**config.mk**
```make
export PLATFORM = sky130hd
export DESIGN_NAME = parity_protected_regfile_flat
export DESIGN_NICKNAME = d
export VERILOG_FILES = /design/src/rtl/parity_pkg.sv /design/src/rtl/parity_protected_regfile_if.sv /design/src/rtl/parity_group_gen.sv /design/src/rtl/parity_protected_regfile.sv /design/src/flat_wrapper.sv
export SDC_FILE = /design/constraint.sdc
export NUM_CORES = 1
export LEC_CHECK = 0
export ABC_AREA = 1
export BUFFER_PORTS_ARGS = -buffer_cell sky130_fd_sc_hd__buf_2
export CORE_MARGIN = 4
export CORE_UTILIZATION = 25
export DETAILED_ROUTE_END_ITERATION = 12
export PLACE_DENSITY_LB_ADDON = 0.12
export SYNTH_ARGS = -nofsm -noshare
export SYNTH_HDL_FRONTEND = slang
export SYNTH_HIERARCHICAL = 1
export SYNTH_SLANG_ARGS = --single-unit
```
**constraint.sdc**
```tcl
create_clock -name clk -period 5.5 [get_ports clk]
set_input_delay 1.1 -clock clk [delete_from_list [all_inputs] [get_ports clk]]
set_output_delay 1.1 -clock clk [all_outputs]
set_load 0.05 [all_outputs]
```
**src/rtl/parity_pkg.sv**
```systemverilog
// Shared sizing helpers and the per-group parity function for the
// parity-protected register file.
package parity_pkg;

  // Widest data word the parity function accepts; callers zero-extend into it.
  localparam int MAX_DW = 256;

  function automatic int calc_ng(input int dw, input int gw);
    return (dw + gw - 1) / gw;
  endfunction

  function automatic int calc_aw(input int depth);
    return (depth > 1) ? $clog2(depth) : 1;
  endfunction

  // XOR of group g; bits at or above dw are excluded so a partial last group works.
  function automatic logic grp_parity(input logic [MAX_DW-1:0] data, input int g,
                                      input int gw, input int dw);
    logic p;
    p = 1'b0;
    for (int i = 0; i < MAX_DW; i++) begin
      if ((i >= g * gw) && (i < (g + 1) * gw) && (i < dw)) begin
        p = p ^ data[i];
      end else begin
        p = p;
      end
    end
    return p;
  endfunction

endpackage

```
**src/rtl/parity_protected_regfile_if.sv**
```systemverilog
// Write/read/error-reporting bus of the parity-protected register file.
interface parity_protected_regfile_if #(
  parameter int DATA_WIDTH = 32,
  parameter int AW         = 4,
  parameter int NG         = 4,
  parameter int CNT_WIDTH  = 8
);
  logic                  wr_en;
  logic [AW-1:0]         wr_addr;
  logic [DATA_WIDTH-1:0] wr_data;
  logic [NG-1:0]         inj_mask;
  logic                  rd_en;
  logic [AW-1:0]         rd_addr;
  logic                  rd_valid;
  logic [DATA_WIDTH-1:0] rd_data;
  logic [NG-1:0]         rd_err_grp;
  logic                  rd_err;
  logic [CNT_WIDTH-1:0]  err_count;
  logic                  first_err_vld;
  logic [AW-1:0]         first_err_addr;
  logic                  clr_err;

  modport master (
    output wr_en, wr_addr, wr_data, inj_mask, rd_en, rd_addr, clr_err,
    input  rd_valid, rd_data, rd_err_grp, rd_err, err_count, first_err_vld, first_err_addr
  );

  modport slave (
    input  wr_en, wr_addr, wr_data, inj_mask, rd_en, rd_addr, clr_err,
    output rd_valid, rd_data, rd_err_grp, rd_err, err_count, first_err_vld, first_err_addr
  );
endinterface

```
**src/rtl/parity_group_gen.sv**
```systemverilog
// Combinational per-group parity generator; ODD_PARITY inverts every group bit.
module parity_group_gen
  import parity_pkg::*;
#(
  parameter int  DATA_WIDTH  = 32,
  parameter int  GROUP_WIDTH = 8,
  parameter int  ODD_PARITY  = 0,
  localparam int NG          = calc_ng(DATA_WIDTH, GROUP_WIDTH)
) (
  input  logic [DATA_WIDTH-1:0] data,
  output logic [NG-1:0]         par
);

  logic [MAX_DW-1:0] data_ext_s;
  logic              odd_s;

  assign data_ext_s = MAX_DW'(data);
  assign odd_s      = (ODD_PARITY != 0) ? 1'b1 : 1'b0;

  for (genvar g = 0; g < NG; g++) begin : g_par
    assign par[g] = grp_parity(data_ext_s, g, GROUP_WIDTH, DATA_WIDTH) ^ odd_s;
  end

endmodule

```
**src/rtl/parity_protected_regfile.sv**
```systemverilog
// Register file storing per-group parity beside each word, checking it on every
// read and keeping a saturating error count plus a first-error address log.
module parity_protected_regfile
  import parity_pkg::*;
#(
  parameter int DATA_WIDTH  = 32,
  parameter int DEPTH       = 16,
  parameter int GROUP_WIDTH = 8,
  parameter int ODD_PARITY  = 0,
  parameter int CNT_WIDTH   = 8
) (
  input  logic                       clk,
  input  logic                       reset,
  parity_protected_regfile_if.slave  bus
);

  localparam int AW = calc_aw(DEPTH);
  localparam int NG = calc_ng(DATA_WIDTH, GROUP_WIDTH);
  // Parity of an all-zero word, used to initialise storage.
  localparam logic [NG-1:0] INIT_PAR = (ODD_PARITY != 0) ? {NG{1'b1}} : {NG{1'b0}};

  logic [DATA_WIDTH-1:0] data_mem_r [DEPTH];
  logic [NG-1:0]         par_mem_r  [DEPTH];

  logic                  wr_in_range_s;
  logic                  rd_in_range_s;
  logic [NG-1:0]         wr_par_s;
  logic [NG-1:0]         chk_par_s;
  logic [DATA_WIDTH-1:0] rd_word_s;
  logic [NG-1:0]         rd_par_s;
  logic [NG-1:0]         rd_grp_s;
  logic                  log_err_s;

  logic                  rd_valid_r;
  logic [DATA_WIDTH-1:0] rd_data_r;
  logic [NG-1:0]         rd_err_grp_r;
  logic                  rd_err_r;
  logic [AW-1:0]         rd_addr_r;
  logic [CNT_WIDTH-1:0]  err_count_r;
  logic                  first_err_vld_r;
  logic [AW-1:0]         first_err_addr_r;

  assign wr_in_range_s = (int'(bus.wr_addr) < DEPTH);
  assign rd_in_range_s = (int'(bus.rd_addr) < DEPTH);

  parity_group_gen #(
    .DATA_WIDTH  (DATA_WIDTH),
    .GROUP_WIDTH (GROUP_WIDTH),
    .ODD_PARITY  (ODD_PARITY)
  ) u_wr_gen (
    .data (bus.wr_data),
    .par  (wr_par_s)
  );

  parity_group_gen #(
    .DATA_WIDTH  (DATA_WIDTH),
    .GROUP_WIDTH (GROUP_WIDTH),
    .ODD_PARITY  (ODD_PARITY)
  ) u_chk_gen (
    .data (rd_word_s),
    .par  (chk_par_s)
  );

  // Read-side storage lookup; out-of-range addresses see a clean zero word.
  always_comb begin
    rd_word_s = {DATA_WIDTH{1'b0}};
    rd_par_s  = INIT_PAR;
    if (rd_in_range_s) begin
      rd_word_s = data_mem_r[bus.rd_addr];
      rd_par_s  = par_mem_r[bus.rd_addr];
    end else begin
      rd_word_s = {DATA_WIDTH{1'b0}};
      rd_par_s  = INIT_PAR;
    end
  end

  assign rd_grp_s  = rd_in_range_s ? (chk_par_s ^ rd_par_s) : {NG{1'b0}};
  assign log_err_s = rd_valid_r & rd_err_r;

  // Storage write; a same-cycle read sees the previous contents.
  always_ff @(posedge clk) begin
    if (reset) begin
      for (int i = 0; i < DEPTH; i++) begin
        data_mem_r[i] <= {DATA_WIDTH{1'b0}};
        par_mem_r[i]  <= INIT_PAR;
      end
    end else if (bus.wr_en && wr_in_range_s) begin
      data_mem_r[bus.wr_addr] <= bus.wr_data;
      par_mem_r[bus.wr_addr]  <= wr_par_s ^ bus.inj_mask;
    end
  end

  // One-cycle read pipeline; rd_data holds between reads.
  always_ff @(posedge clk) begin
    if (reset) begin
      rd_valid_r   <= 1'b0;
      rd_data_r    <= {DATA_WIDTH{1'b0}};
      rd_err_grp_r <= {NG{1'b0}};
      rd_err_r     <= 1'b0;
      rd_addr_r    <= {AW{1'b0}};
    end else if (bus.rd_en) begin
      rd_valid_r   <= 1'b1;
      rd_data_r    <= rd_word_s;
      rd_err_grp_r <= rd_grp_s;
      rd_err_r     <= |rd_grp_s;
      rd_addr_r    <= bus.rd_addr;
    end else begin
      rd_valid_r   <= 1'b0;
      rd_err_grp_r <= {NG{1'b0}};
      rd_err_r     <= 1'b0;
    end
  end

  // Error accounting; a clear coinciding with an error restarts the log with that error.
  always_ff @(posedge clk) begin
    if (reset) begin
      err_count_r      <= {CNT_WIDTH{1'b0}};
      first_err_vld_r  <= 1'b0;
      first_err_addr_r <= {AW{1'b0}};
    end else if (bus.clr_err) begin
      err_count_r      <= log_err_s ? CNT_WIDTH'(1'b1) : {CNT_WIDTH{1'b0}};
      first_err_vld_r  <= log_err_s;
      first_err_addr_r <= log_err_s ? rd_addr_r : {AW{1'b0}};
    end else if (log_err_s) begin
      if (err_count_r != {CNT_WIDTH{1'b1}}) begin
        err_count_r <= err_count_r + CNT_WIDTH'(1'b1);
      end
      if (!first_err_vld_r) begin
        first_err_vld_r  <= 1'b1;
        first_err_addr_r <= rd_addr_r;
      end
    end
  end

  assign bus.rd_valid       = rd_valid_r;
  assign bus.rd_data        = rd_data_r;
  assign bus.rd_err_grp     = rd_err_grp_r;
  assign bus.rd_err         = rd_err_r;
  assign bus.err_count      = err_count_r;
  assign bus.first_err_vld  = first_err_vld_r;
  assign bus.first_err_addr = first_err_addr_r;

endmodule
```
**src/flat_wrapper.sv**
```systemverilog
// flat-port wrapper written by rule: the top's interface ports become plain ports
module parity_protected_regfile_flat import parity_pkg::*;
#(
  parameter int DATA_WIDTH  = 32,
  parameter int DEPTH       = 16,
  parameter int GROUP_WIDTH = 8,
  parameter int ODD_PARITY  = 0,
  parameter int CNT_WIDTH   = 8
)
  (clk, reset, bus_wr_en, bus_wr_addr, bus_wr_data, bus_inj_mask, bus_rd_en, bus_rd_addr, bus_clr_err, bus_rd_valid, bus_rd_data, bus_rd_err_grp, bus_rd_err, bus_err_count, bus_first_err_vld, bus_first_err_addr);
  parity_protected_regfile_if #(.DATA_WIDTH(DATA_WIDTH), .CNT_WIDTH(CNT_WIDTH)) bus_i ();
  input  logic clk;
  input  logic reset;
  input wire logic [$bits(bus_i.wr_en)-1:0] bus_wr_en;
  input wire logic [$bits(bus_i.wr_addr)-1:0] bus_wr_addr;
  input wire logic [$bits(bus_i.wr_data)-1:0] bus_wr_data;
  input wire logic [$bits(bus_i.inj_mask)-1:0] bus_inj_mask;
  input wire logic [$bits(bus_i.rd_en)-1:0] bus_rd_en;
  input wire logic [$bits(bus_i.rd_addr)-1:0] bus_rd_addr;
  input wire logic [$bits(bus_i.clr_err)-1:0] bus_clr_err;
  output wire logic [$bits(bus_i.rd_valid)-1:0] bus_rd_valid;
  output wire logic [$bits(bus_i.rd_data)-1:0] bus_rd_data;
  output wire logic [$bits(bus_i.rd_err_grp)-1:0] bus_rd_err_grp;
  output wire logic [$bits(bus_i.rd_err)-1:0] bus_rd_err;
  output wire logic [$bits(bus_i.err_count)-1:0] bus_err_count;
  output wire logic [$bits(bus_i.first_err_vld)-1:0] bus_first_err_vld;
  output wire logic [$bits(bus_i.first_err_addr)-1:0] bus_first_err_addr;
  assign bus_i.wr_en = bus_wr_en;
  assign bus_i.wr_addr = bus_wr_addr;
  assign bus_i.wr_data = bus_wr_data;
  assign bus_i.inj_mask = bus_inj_mask;
  assign bus_i.rd_en = bus_rd_en;
  assign bus_i.rd_addr = bus_rd_addr;
  assign bus_i.clr_err = bus_clr_err;
  assign bus_rd_valid = bus_i.rd_valid;
  assign bus_rd_data = bus_i.rd_data;
  assign bus_rd_err_grp = bus_i.rd_err_grp;
  assign bus_rd_err = bus_i.rd_err;
  assign bus_err_count = bus_i.err_count;
  assign bus_first_err_vld = bus_i.first_err_vld;
  assign bus_first_err_addr = bus_i.first_err_addr;
  parity_protected_regfile #(.DATA_WIDTH(DATA_WIDTH), .DEPTH(DEPTH), .GROUP_WIDTH(GROUP_WIDTH), .ODD_PARITY(ODD_PARITY), .CNT_WIDTH(CNT_WIDTH)) u_core (.clk(clk), .reset(reset), .bus(bus_i));
endmodule
```
; ---- Yosys cells after proc, flatten, opt, wreduce, memory -nomap -nowiden
; Memory sizes are Yosys's and may differ from the RTL's.
; Index checks and enable logic that the tools add are counted.
[totals]
elab_cells = 103
memories = 2
ramBits = 576
reg_bits = 55
out_inout_bits = 51
[op_classes]
n_bitwise = 60
n_eq_ne = 2
add_sub_neg = 1
mux = 22
n_reduce_logical = 8
[memory_table]
columns = memory, words, word_bits, rd, rd_clocked_by_memory_dff, wr, line
row1 = u_core.data_mem_r, 16, 32, 1, 0, 16, parity_protected_regfile.sv:22  ; logic [DATA_WIDTH-1:0] data_mem_r [DEPTH];
row2 = u_core.par_mem_r, 16, 4, 1, 0, 16, parity_protected_regfile.sv:23  ; logic [NG-1:0] par_mem_r [DEPTH];
[ops]
columns = operator, n
row1 = bitwise XOR 1 bit, 56
row2 = 2-to-1 mux 32 bit, 1
row3 = OR reduction 32 bit, 1
row4 = 2-to-1 mux 4 bit, 7
row5 = 2-to-1 mux 8 bit, 3
row6 = 2-to-1 mux 1 bit, 11
row7 = "adder 8 x 1 -> 8 bit, second input constant", 1
row8 = "inequality test 8 bit, second input constant", 1
row9 = OR reduction 4 bit, 2
row10 = bitwise XOR 4 bit, 2
row11 = AND reduction 2 bit, 2
row12 = nonzero test 2 bit, 2
row13 = "inequality test 2 bit, second input constant", 1
row14 = OR reduction 2 bit, 1
row15 = bitwise AND 1 bit, 1
row16 = NOT 1 bit, 1

; ---- Depth between registers and ports, before layout
; Gate-level depths: netlist of the first run.
; An unclocked memory read counts as a cell.
[logic_depth]
word_depth = 10
depth_mapped = 24
depth_no_buf = 22

; ---- Hierarchy
; The synthesis of the first run kept the hierarchy.
[by_module_without_submodules]
columns = mod, seq_area_each_um2, area_each_um2, cells_each, instances
row1 = parity_protected_regfile, 18397.6, 27819.2, 2690, 1
row2 = parity_group_gen, 0.0, 525.5, 112, 2

; ---- Worst setup path before layout of the first run
; No wires, ideal clock.
[synth_path]
path_type = input-to-reg
from = input port reset
to = memory u_core.data_mem_r[4][0] (enable)
path_slack_ps = 2230
path_stages = 7
t_arrival_ps = 2877
t_required_ps = 5106
cell_sequence = buf_2 inv_2 nand2_2 nor3_4 nand2_4 buf_2 nand2_1
[synth_rtl]
columns = item, line
row1 = start: declaration, flat_wrapper.sv:13  ; input logic reset;
row2 = end: declaration, parity_protected_regfile.sv:22

; ---- Worst setup path after layout of the first run
[layout_path]
from = input port bus_rd_addr[0]
to = register u_core.rd_err_r (netlist: u_core/bus.rd_err)
[layout_rtl]
columns = item, line
row1 = start: declaration, flat_wrapper.sv:19  ; input wire logic [$bits(bus_i.rd_addr)-1:0] bus_rd_addr;
row2 = memory (16 x 32 bit), -
row3 = via u_core.rd_word_s[29], parity_protected_regfile.sv:29  ; logic [DATA_WIDTH-1:0] rd_word_s;
row4 = bitwise XOR 1 bit (3 in a row), parity_pkg.sv:23  ; p = p ^ data[i];
row5 = via u_core.chk_par_s[3], parity_protected_regfile.sv:28  ; logic [NG-1:0] chk_par_s;
row6 = bitwise XOR 4 bit, parity_protected_regfile.sv:77  ; assign rd_grp_s = rd_in_range_s ? (chk_par_s ^ rd_par_s) : {NG{1'b0}};
row7 = OR reduction 4 bit, parity_protected_regfile.sv:105  ; rd_err_r <= |rd_grp_s;
row8 = end signal: assignment, parity_protected_regfile.sv:105
row9 = end: declaration, parity_protected_regfile.sv:37  ; logic rd_err_r;
; The timed path passes the listed nets, and every way through them passes these cells.
; A chain may end at the register's enable or synchronous reset.

==> flow_metrics.env, run 1 <==
export IMPL_asyncSetResetFlopFracSynth_pct=0
export IMPL_synth_top_cell_by_area="sky130_fd_sc_hd__edfxtp_1"
export IMPL_yosysSeqAreaShare_pct=63.7
export IMPL_grt_pass1_wl_mm=158
export IMPL_design_core_area_mm2=0.115
export IMPL_maxCapViolations=0
export IMPL_pwr_share_seq_pct=48.3
export IMPL_num_rows=124
export IMPL_synth_top_cells_by_count="944 x sky130_fd_sc_hd__nor2_1, 576 x sky130_fd_sc_hd__edfxtp_1, 271 x sky130_fd_sc_hd__nand2_1"
export IMPL_switching_share_pct=26.7
export IMPL_die_height_um=348
export IMPL_worst_path_max_fanout=91
export IMPL_path_common_cell="sky130_fd_sc_hd__nand2_1"
export IMPL_setup_tns_ns=0
export IMPL_grt_setup_unrepaired="no"
export IMPL_synth_top_flop_cell="sky130_fd_sc_hd__edfxtp_1"
export IMPL_post_cts_hold_buffer_count=0
export IMPL_max_clock_freq_mhz=257
export IMPL_cts_tree="built"
export IMPL_drt_wirelength_per_cell_um=24.6
export IMPL_synth_edf_count=576
export IMPL_largest_net_degree_at_the_start_of_global_routing=112
export IMPL_synth_cell_types=33
export IMPL_die_span_in_x_um=348
export IMPL_timing_max_slew_rel_slack_pct=35.5
export IMPL_cp_num_buf_inv=7
export IMPL_synth_net_count=2964
export IMPL_cts_htree_levels=3
export IMPL_fin_crit_sh_pct=70.9
export IMPL_cts_root_to_sink_buffers=3
export IMPL_routed_wl_mm=111
export IMPL_yosysWarningCount=6
export IMPL_detail_route_drc_violations=0
export IMPL_finish_net_count=2998
export IMPL_initial_drt_markers=1784
export IMPL_finalWeightedCongestion=0.773
export IMPL_synthToLayoutAreaGrowth_pct=15.0
export IMPL_p_clk_share_pct=40.4
export IMPL_critPathSlowestCell="sky130_fd_sc_hd__inv_8"
export IMPL_cts_reportedPaths_clkPinSlew_ns=0.06
export IMPL_setup_violations=0
export IMPL_post_cts_resized_instances=0
export IMPL_max_stage_delay_ns=0.49
export IMPL_yosys_top_cells_area="sky130_fd_sc_hd__edfxtp_1 60%, sky130_fd_sc_hd__nor2_1 12%, sky130_fd_sc_hd__o21ai_0 4.0%, sky130_fd_sc_hd__dfxtp_1 3.8%, sky130_fd_sc_hd__nand2_1 3.5%"
export IMPL_yosys_cell_count_top_type="sky130_fd_sc_hd__nor2_1"
export IMPL_groute_usage_overall_pct=18.0
export IMPL_firstDrtPassIters=6
export IMPL_end_kind="flip-flop"
export IMPL_hp_class="flip-flop to flip-flop"
export IMPL_grt_pass1_vias=21564
export IMPL_worst_setup_slack_for_register_to_register_paths_ns=2.84
export IMPL_mapped_avg_cell_area_um2=9.91
export IMPL_status="finished clean"
export IMPL_leakagePower_nw=12.8
export IMPL_initial_utilization_pct=25.2
export IMPL_grt_overflow_total=0
export IMPL_detailed_placement_hpwl_mm=60.5
export IMPL_netlist_area_leader_share_pct=59.9
export IMPL_hold_ws_ns=0.461
export IMPL_timing_setup_critical_path_class="input port to flip-flop"
export IMPL_drive_gt1_share_pct=12.2
export IMPL_post_cts_setup_buffers=0
export IMPL_dr_total_vias=21758
export IMPL_post_synth_instance_area_mm2=0.0289
export IMPL_crit_required_ns=6.01
export IMPL_period_needed_ns=3.90
export IMPL_worst_skew_pair_late_latency_ns=0.62
export IMPL_cts_buffers_inserted=75
export IMPL_cts_root_buffer_cell="sky130_fd_sc_hd__clkbuf_16"
export IMPL_antenna_left=0
export IMPL_hold_violations=0
export IMPL_worst_pin_slew_ns=0.968
export IMPL_irDropWorstVdd_v=0.000199
export IMPL_dieArea_mm2=0.121
export IMPL_worst_path_dominant_cell_family="buffers and inverters"
export IMPL_start_kind="input port"
export IMPL_net_switching_power_mw=3.09
export IMPL_clock_skew_ns=0.0253
export IMPL_syn_inst=2914
export IMPL_design_portCount=100
export IMPL_arrival_ns=4.41
export IMPL_comb_power_share_pct=11.3
export IMPL_io_buf_count=99
export IMPL_clock_sinks=631
export IMPL_pwr_cell_area_mw_per_mm2=349
export IMPL_timing_final_max_slew_violations=0
export IMPL_intPower_mw=8.50
export IMPL_routed_via_density=4.81
export IMPL_postSynthRegisterBits=631
export IMPL_grt_antenna_before_repair=4
-- worst paths after layout --
check,start,endpoint,cells past startpoint
worst max-delay path,bus_rd_addr[0],u_core/bus.rd_err,25
worst min-delay path,u_core/rd_addr_r[0],u_core/bus.first_err_addr[0],2
worst max register to register,u_core/data_mem_r[2][11],u_core/bus.rd_err,16
worst min register to register,u_core/rd_addr_r[0],u_core/bus.first_err_addr[0],2
-- layout by cell type (no fill, tap or decap), drive strengths merged --
cell type and n:
o221ai 32, clkbuf 100, nor3 6, o21bai 1, nand4 2, xnor2 4, nand3 92, o21ai 299
ha 1, bufinv 2, o211ai 97, clkinv 32, edfxtp 576, diode 3, o22ai 48, dfxtp 55
a21oi 15, xor2 9, nand3b 9, buf 171, inv 187, o21a 3, nand2 297, nor2 965
a211oi 1
-- kinds of logic after synthesis --
family | after synthesis | synth area share, %
xor gates and xnor gates | 13 | 0.394
and+or+nand+nor | 1371 | 19.4
DFF | 631 | 63.7
buffers and inverters | 402 | 6.30
AOI/OAI and AO/OA | 496 | 10.1
adders and majority gates | 1 | 0.0433
-- layout make-up --
cell class                      count  area, µm²
Fill cell                       11985      81300
Sequential cell                   631      18400
Multi-Input combinational cell   1881       8700
Clock buffer                       99       2040
Tap cell                         1512       1890
Timing Repair Buffer              172       1250
Inverter                          187        711
Clock inverter                     34        211
Antenna cell                        3       7.51
-- worst register-to-register path, stage by stage, from the launching register on --
cell and delay (ns):
sky130_fd_sc_hd__edfxtp_1 0.35, sky130_fd_sc_hd__o21ai_0 0.23, sky130_fd_sc_hd__o22ai_1 0.13, sky130_fd_sc_hd__o211ai_1 0.25
sky130_fd_sc_hd__nand2_1 0.18, sky130_fd_sc_hd__xor2_1 0.33, sky130_fd_sc_hd__nand3_1 0.25, sky130_fd_sc_hd__nand2_1 0.12
sky130_fd_sc_hd__nand2_1 0.05, sky130_fd_sc_hd__nand2_1 0.06, sky130_fd_sc_hd__inv_1 0.08, sky130_fd_sc_hd__inv_1 0.07
sky130_fd_sc_hd__nand3_1 0.07, sky130_fd_sc_hd__nand2_1 0.11, sky130_fd_sc_hd__nand2_1 0.10, sky130_fd_sc_hd__nor2_1 0.14
sky130_fd_sc_hd__nor2_1 0.05
-- routing by layer --
metal  wire (µm)  track usage, %  part of all wire (%)  vias up
met5          27               0                 0.024        -
met4        2200            4.49                   2.0        4
met3        6970            3.16                   6.3      138
met2       51000            29.3                    46      656
met1       50800            25.1                    46    11027
li1            -               -                     -     9933
-- flip-flops by register name, indices dropped and copies added (netlist names) --
name,flops
u_core/bus.err_count,8
u_core/bus.first_err_vld,1
u_core/bus.first_err_addr,4
u_core/bus.rd_data,32
u_core/bus.rd_err_grp,4
u_core/par_mem_r,64
u_core/bus.rd_err,1
u_core/bus.rd_valid,1
u_core/data_mem_r,512
u_core/rd_addr_r,4
-- stage by stage --
stage / cell area, µm² / util [%] / instances / total power [mW] / worst slack (ns)
after CTS: 33200 / 29.0 / 4516 / 11.8 / 1.63
final: 33200 / 29.0 / 4519 / 11.6 / 1.60
after global placement: 31000 / 27.0 / 4383 / 7.02 / 0.961
after global routing: 33200 / 29.0 / 4517 / 12.1 / 1.29
after detailed placement: 31000 / 27.0 / 4383 / 7.02 / 0.946
after floorplan: 28900 / - / 2914 / 6.46 / 2.23
-- power by group through the flow --
stage          combinational, mW  clock [mW]  sequential, mW
6_report                    1.31        4.69            5.60
4_1_cts                     1.32        4.83            5.60
3_3_place_gp                1.32           0            5.70
3_5_place_dp                1.32           0            5.70
5_1_grt                     1.43        5.03            5.62
2_1_floorplan              0.707           0            5.75
Power figures use the tool's default switching activity.
==> run 2, diff against run 1 <==
==> constraint.sdc (replaced) <==
create_clock -name clk -period 3.2 [get_ports clk]
set_input_delay 0.64 -clock clk [delete_from_list [all_inputs] [get_ports clk]]
set_output_delay 0.64 -clock clk [all_outputs]
set_load 0.05 [all_outputs]
==> run 2 against run 1 <==
Total power up 79%. Clock skew up 0.0018 ns. Die area unchanged. Worst hold slack worse by 0.17 ns. Utilization up 1.3 points. Routed wire length up 0.47%. Register-to-register slack worse by 2.1 ns. Worst setup slack worse by 1.1 ns. Flip-flop and latch count unchanged. Highest routed layer unchanged. Final cell count up 2.6%. Sequential share of layout area down 2.4 points. Count of clock-buffer cells in the layout up 9.
==> flow_metrics.env, run 2 (synthesized netlist as in run 1, its figures left out) <==
export IMPL_dr_total_vias=21987
export IMPL_die_height_um=348
export IMPL_max_stage_delay_ns=0.23
export IMPL_status="finished clean"
export IMPL_whs_path_depth=4
export IMPL_grt_overflow_total=0
export IMPL_worst_path_max_fanout=31
export IMPL_timing_final_max_slew_violations=0
export IMPL_most_common_cell_after_layout_fill_and_taps_aside="sky130_fd_sc_hd__nor2_1"
export IMPL_grt_antenna_before_repair=6
export IMPL_period_needed_ns=2.72
export IMPL_antenna_left=0
export IMPL_dieArea_mm2=0.121
export IMPL_dp_cells=4498
export IMPL_largest_register_ffs=512
export IMPL_critical_path_cell_list="clkbuf_8 > buf_4 > buf_12 > buf_4 > o21ai_0 > o221ai_1 > nand3_1 > nand2_1 > inv_1 > nand2_1 > nand2_1 > nand2_1 > nand2_2 > inv_1 > nand3_1 > nand2_1 > inv_1 > inv_1 > nand3_1 > nand2_1 > nor2_1 > buf_4"
export IMPL_fillerInstances=11872
export IMPL_firstDrtPassIters=5
export IMPL_groute_usage_overall_pct=18.2
export IMPL_drive_gt1_share_pct=15.9
export IMPL_num_rows=124
export IMPL_grt_setup_unrepaired="no"
export IMPL_r2r_start="u_core/data_mem_r[2][6]"
export IMPL_largest_net_degree_at_the_start_of_global_routing=51
export IMPL_synthToLayoutAreaGrowth_pct=20.2
export IMPL_worst_pin_slew_ns=0.850
export IMPL_wirelength_met1_mm=50.9
export IMPL_maxCapViolations=0
export IMPL_hold_violations=0
export IMPL_clock_sinks=631
export IMPL_grt_pass1_vias=21977
export IMPL_worst_skew_pair_late_latency_ns=0.64
export IMPL_wl_met3_mm=5.20
export IMPL_pwr_cell_area_mw_per_mm2=599
export IMPL_cts_tree="built"
export IMPL_met2_length_mm=53.6
export IMPL_clock_skew_ns=0.0271
export IMPL_top_layer_used="met5"
export IMPL_cts_reportedPaths_clkPinSlew_ns=0.06
export IMPL_initial_utilization_pct=25.2
export IMPL_fin_crit_sh_pct=85.0
export IMPL_routed_via_density=4.74
export IMPL_cts_root_to_sink_buffers=3
export IMPL_io_buf_count=99
export IMPL_end_kind="flip-flop"
export IMPL_finalWeightedCongestion=0.780
export IMPL_irDropWorstVdd_v=0.000293
export IMPL_finish_net_count=3114
export IMPL_r2r_cells=16
export IMPL_r2r_end="u_core/bus.rd_err_grp[0]"
export IMPL_cts_buffers_inserted=76
export IMPL_detail_route_drc_violations=0
export IMPL_hold_start="bus_clr_err"
export IMPL_grt_pass1_wl_mm=160
export IMPL_timing_max_slew_rel_slack_pct=43.4
export IMPL_setup_violations=0
export IMPL_post_cts_resized_instances=0
export IMPL_whs_endpoint="u_core/bus.err_count[7]"
export IMPL_cts_root_buffer_cell="sky130_fd_sc_hd__clkbuf_16"
export IMPL_die_span_in_x_um=348
export IMPL_initial_drt_markers=1728
export IMPL_max_clock_freq_mhz=368
export IMPL_crit_required_ns=3.72
export IMPL_p_total_mw=20.8
export IMPL_regMostFlops="u_core/data_mem_r"
export IMPL_layoutNonFillerInstCount=4636
export IMPL_cts_htree_levels=3
export IMPL_design_portCount=100
export IMPL_design_core_area_mm2=0.115
export IMPL_routed_wl_mm=112
export IMPL_drt_wirelength_per_cell_um=24.1
export IMPL_path_common_cell="sky130_fd_sc_hd__nand2_1"
export IMPL_post_cts_hold_buffer_count=0
export IMPL_detailed_placement_hpwl_mm=66.2
export IMPL_critPathSlowestCell="sky130_fd_sc_hd__o221ai_1"
export IMPL_insertedDiodeCount=0
export IMPL_arrival_ns=3.24
export IMPL_fin_ws_ns=0.481
export IMPL_hp_class="input port to flip-flop"
export IMPL_worst_setup_slack_for_register_to_register_paths_ns=0.78
export IMPL_start_kind="input port"
export IMPL_timing_setup_critical_path_class="input port to flip-flop"
export IMPL_pre_cts_slack_ns=-0.0810
export IMPL_leakagePower_nw=13.6
export IMPL_layout_common_cells="944 x sky130_fd_sc_hd__nor2_1, 576 x sky130_fd_sc_hd__edfxtp_1, 255 x sky130_fd_sc_hd__nand2_1"
export IMPL_post_cts_setup_buffers=0
[run 2: per-stage QoR]
step                      area (µm²)  hold slack [ns]  utilization [%]  TNS (ns)
after floorplan                28900            0.436                -         0
after global placement         32200            0.454             28.2    -0.256
after detailed placement       32200            0.458             28.2    -0.187
after CTS                      34700            0.254             30.3         0
after global routing           34700            0.299             30.3         0
final                          34700            0.294             30.3         0
[run 2: power breakdown]
| group | internal (mW) | switching (mW) |
|---|---|---|
| combinational | 0.738 | 1.77 |
| sequential | 9.46 | 0.143 |
| clock | 5.12 | 3.57 |
| total | 15.3 | 5.48 |
[run 2: worst max path at each step]
stage | startpoint | endpoint | depth (start not counted)
5_1_grt | bus_rd_addr[0] | u_core/bus.rd_err | 23
2_1_floorplan | reset | u_core/data_mem_r[6][0] | 7
3_3_place_gp | bus_rd_addr[0] | u_core/bus.rd_err | 22
4_1_cts | bus_rd_addr[0] | u_core/bus.rd_err_grp[3] | 22
3_5_place_dp | bus_rd_addr[0] | u_core/bus.rd_err_grp[3] | 22
6_report | bus_rd_addr[0] | u_core/bus.rd_err_grp[3] | 22
[run 2: metal layers]
metal  up-vias  track usage, %
met3       133            2.79
li1      10161               -
met5         -               0
met1     11163            24.5
met4         4            3.83
met2       526            31.1
[run 2: final cells by class]
cell class	count	area (µm²)	share of cell area, %
inverters	187	711	2.05
clock buffers	108	2160	6.23
clock inverters	30	305	0.880
well taps	1512	1890	5.45
flip-flops and latches	631	18400	53.0
multi-input cells	1881	8690	25.0
repair buffers	287	2550	7.35
[run 2: worst max-delay path: cells and delay by family]
kind                   cells  cell delay [ns]
buffers and inverters      9             1.15
AO/OA/AOI/OAI              2             0.33
AND/OR/NAND/NOR           11             1.08
==> run 3, diff against run 2 <==
==> constraint.sdc (replaced) <==
create_clock -name clk -period 2.8 [get_ports clk]
set_input_delay 0.56 -clock clk [delete_from_list [all_inputs] [get_ports clk]]
set_output_delay 0.56 -clock clk [all_outputs]
set_load 0.05 [all_outputs]
==> run 3 against run 2 <==
Sequential share of layout area shrank 0.40 points. Clock skew shrank 0.0074 ns. Total power grew 13%. Non-clock buffer count grew 27. Die area stayed put. Worst hold slack lost 0.064 ns. Combinational power grew 16%. Global-route usage about the same. Critical endpoint is now u_core/bus.rd_err. Largest power group unchanged. Highest routed layer unchanged.
==> flow_metrics.env, run 3 (synthesized netlist as in run 1, its figures left out) <==
export IMPL_status="finished clean"
export IMPL_design_portCount=100
export IMPL_drive_gt1_share_pct=16.7
export IMPL_worst_pin_slew_ns=0.819
export IMPL_whs_endpoint="u_core/bus.err_count[7]"
export IMPL_timing_max_slew_rel_slack_pct=45.4
export IMPL_clock_sinks=631
export IMPL_design_core_area_mm2=0.115
export IMPL_cts_tree="built"
export IMPL_clock_skew_ns=0.0197
export IMPL_hold_violations=0
export IMPL_cts_root_to_sink_buffers=3
export IMPL_synthToLayoutAreaGrowth_pct=21.1
export IMPL_fin_util_pct=30.5
export IMPL_drt_wirelength_per_cell_um=24.1
export IMPL_grt_antenna_before_repair=6
export IMPL_grt_overflow_total=0
export IMPL_initial_drt_markers=2070
export IMPL_crit_required_ns=3.30
export IMPL_detail_route_drc_violations=0
export IMPL_timing_setup_critical_path_class="input port to flip-flop"
export IMPL_start_kind="input port"
export IMPL_hp_class="input port to flip-flop"
export IMPL_end_kind="flip-flop"
export IMPL_regMostFlops="u_core/data_mem_r"
export IMPL_worst_setup_slack_for_register_to_register_paths_ns=0.36
export IMPL_layout_common_cells="944 x sky130_fd_sc_hd__nor2_1, 576 x sky130_fd_sc_hd__edfxtp_1, 254 x sky130_fd_sc_hd__nand2_1"
export IMPL_critPathSlowestCell="sky130_fd_sc_hd__nand2_1"
export IMPL_antenna_left=0
export IMPL_routed_via_density=4.77
export IMPL_period_needed_ns=2.54
export IMPL_finish_net_count=3141
export IMPL_routed_wl_mm=112
export IMPL_io_buf_count=99
export IMPL_post_cts_resized_instances=0
export IMPL_initial_utilization_pct=25.2
export IMPL_irDropWorstVdd_v=0.000380
export IMPL_arrival_ns=3.05
export IMPL_grt_setup_unrepaired="no"
export IMPL_dieArea_mm2=0.121
export IMPL_worst_path_max_fanout=29
export IMPL_post_cts_setup_buffers=0
export IMPL_finalWeightedCongestion=0.817
export IMPL_cts_buffers_inserted=76
export IMPL_leakagePower_nw=13.8
export IMPL_groute_usage_overall_pct=18.2
export IMPL_most_common_cell_after_layout_fill_and_taps_aside="sky130_fd_sc_hd__nor2_1"
export IMPL_dr_total_vias=22256
export IMPL_largest_register_ffs=512
export IMPL_cts_root_buffer_cell="sky130_fd_sc_hd__clkbuf_16"
export IMPL_timing_final_max_slew_violations=0
export IMPL_r2r_start="u_core/data_mem_r[2][14]"
export IMPL_path_common_cell="sky130_fd_sc_hd__nand2_1"
export IMPL_firstDrtPassIters=5
export IMPL_cts_reportedPaths_clkPinSlew_ns=0.06
export IMPL_die_span_in_x_um=348
export IMPL_max_stage_delay_ns=0.27
export IMPL_largest_net_degree_at_the_start_of_global_routing=51
export IMPL_fin_crit_sh_pct=90.8
export IMPL_max_clock_freq_mhz=393
export IMPL_r2r_cells=17
export IMPL_cts_htree_levels=3
export IMPL_grt_pass1_wl_mm=160
export IMPL_r2r_end="u_core/bus.rd_err"
export IMPL_worst_skew_pair_late_latency_ns=0.63
export IMPL_cp_num_buf_inv=6
export IMPL_setup_violations=0
export IMPL_grt_pass1_vias=21935
export IMPL_whs_path_depth=4
export IMPL_hold_ws_ns=0.230
export IMPL_num_rows=124
export IMPL_critical_path_cell_list="clkbuf_8 > buf_4 > buf_12 > o21ai_0 > o221ai_1 > nand3_1 > nand2_1 > inv_2 > nand2_1 > nand3_2 > nand2_1 > nand2_1 > nand2_1 > nand2_1 > nand2_1 > inv_1 > inv_1 > nand3_1 > nand2_1 > nand2_1 > nor2_1 > nor2_1"
export IMPL_worst_path_dominant_cell_family="simple AND/OR/NAND/NOR gates"
export IMPL_detailed_placement_hpwl_mm=66.8
export IMPL_hold_start="bus_clr_err"
export IMPL_post_cts_hold_buffer_count=0
export IMPL_maxCapViolations=0
export IMPL_pwr_cell_area_mw_per_mm2=673
export IMPL_die_height_um=348
[run 3: metal layers]
metal,vias to the layer above,GRT usage (%),wire (µm),share of wire [%]
met1,11194,25.1,51300,46
met3,167,3.27,6560,5.8
met4,4,6.36,3370,3.0
li1,10227,-,-,-
met5,-,0,30,0.027
met2,664,28.8,51100,46
[run 3: area by class of cell]
type	count	area, µm²
Clock buffer	97	2130
Fill cell	11835	79500
Clock inverter	39	262
Tap cell	1512	1890
Sequential cell	631	18400
Timing Repair Buffer	314	2880
Antenna cell	4	10.0
Inverter	187	711
Multi-Input combinational cell	1881	8700
[run 3: power by group]
part	switching, mW	internal [mW]	total [mW]
logic	2.04	0.879	2.92
clock network	4.02	5.62	9.64
registers	0.168	10.8	11.0
[run 3: worst max-delay path by stage]
stage | slack, ns | cells past startpoint | startpoint | endpoint
after floorplan | 0.07 | 7 | reset | u_core/data_mem_r[6][0]
after global placement | -0.43 | 22 | bus_rd_addr[0] | u_core/bus.rd_err
after detailed placement | -0.41 | 19 | bus_rd_addr[0] | u_core/bus.rd_err
after CTS | 0.25 | 20 | bus_rd_addr[0] | u_core/bus.rd_err
after global routing | 0.03 | 23 | bus_rd_addr[0] | u_core/bus.rd_err
final | 0.26 | 22 | bus_rd_addr[0] | u_core/bus.rd_err
[run 3: worst reg2reg max path, stage by stage, from the launching register on]
cell and delay [ns]:
sky130_fd_sc_hd__edfxtp_1 0.38, sky130_fd_sc_hd__o21ai_0 0.16, sky130_fd_sc_hd__o22ai_1 0.11, sky130_fd_sc_hd__o211ai_1 0.22, sky130_fd_sc_hd__nand2_1 0.13, sky130_fd_sc_hd__xor2_1 0.19
sky130_fd_sc_hd__buf_4 0.17, sky130_fd_sc_hd__nand3_1 0.11, sky130_fd_sc_hd__nand2_1 0.10, sky130_fd_sc_hd__nand2_1 0.05, sky130_fd_sc_hd__nand2_1 0.15, sky130_fd_sc_hd__inv_1 0.09
sky130_fd_sc_hd__inv_1 0.06, sky130_fd_sc_hd__nand3_1 0.07, sky130_fd_sc_hd__nand2_1 0.11, sky130_fd_sc_hd__nand2_1 0.06, sky130_fd_sc_hd__nor2_1 0.09, sky130_fd_sc_hd__nor2_1 0.05
[run 3: stage by stage]
stage               total power, mW  worst slack [ns]  cell area (µm²)  TNS, ns  std cells
global placement               14.1            -0.435            32600    -1.92       4525
detailed placement             14.1            -0.413            32600    -1.82       4525
global route                   24.5            0.0297            35000        0       4664
floorplan                      12.7            0.0696            28900        0       2914
finish                         23.5             0.258            35000        0       4665
CTS                            23.9             0.253            35000        0       4661
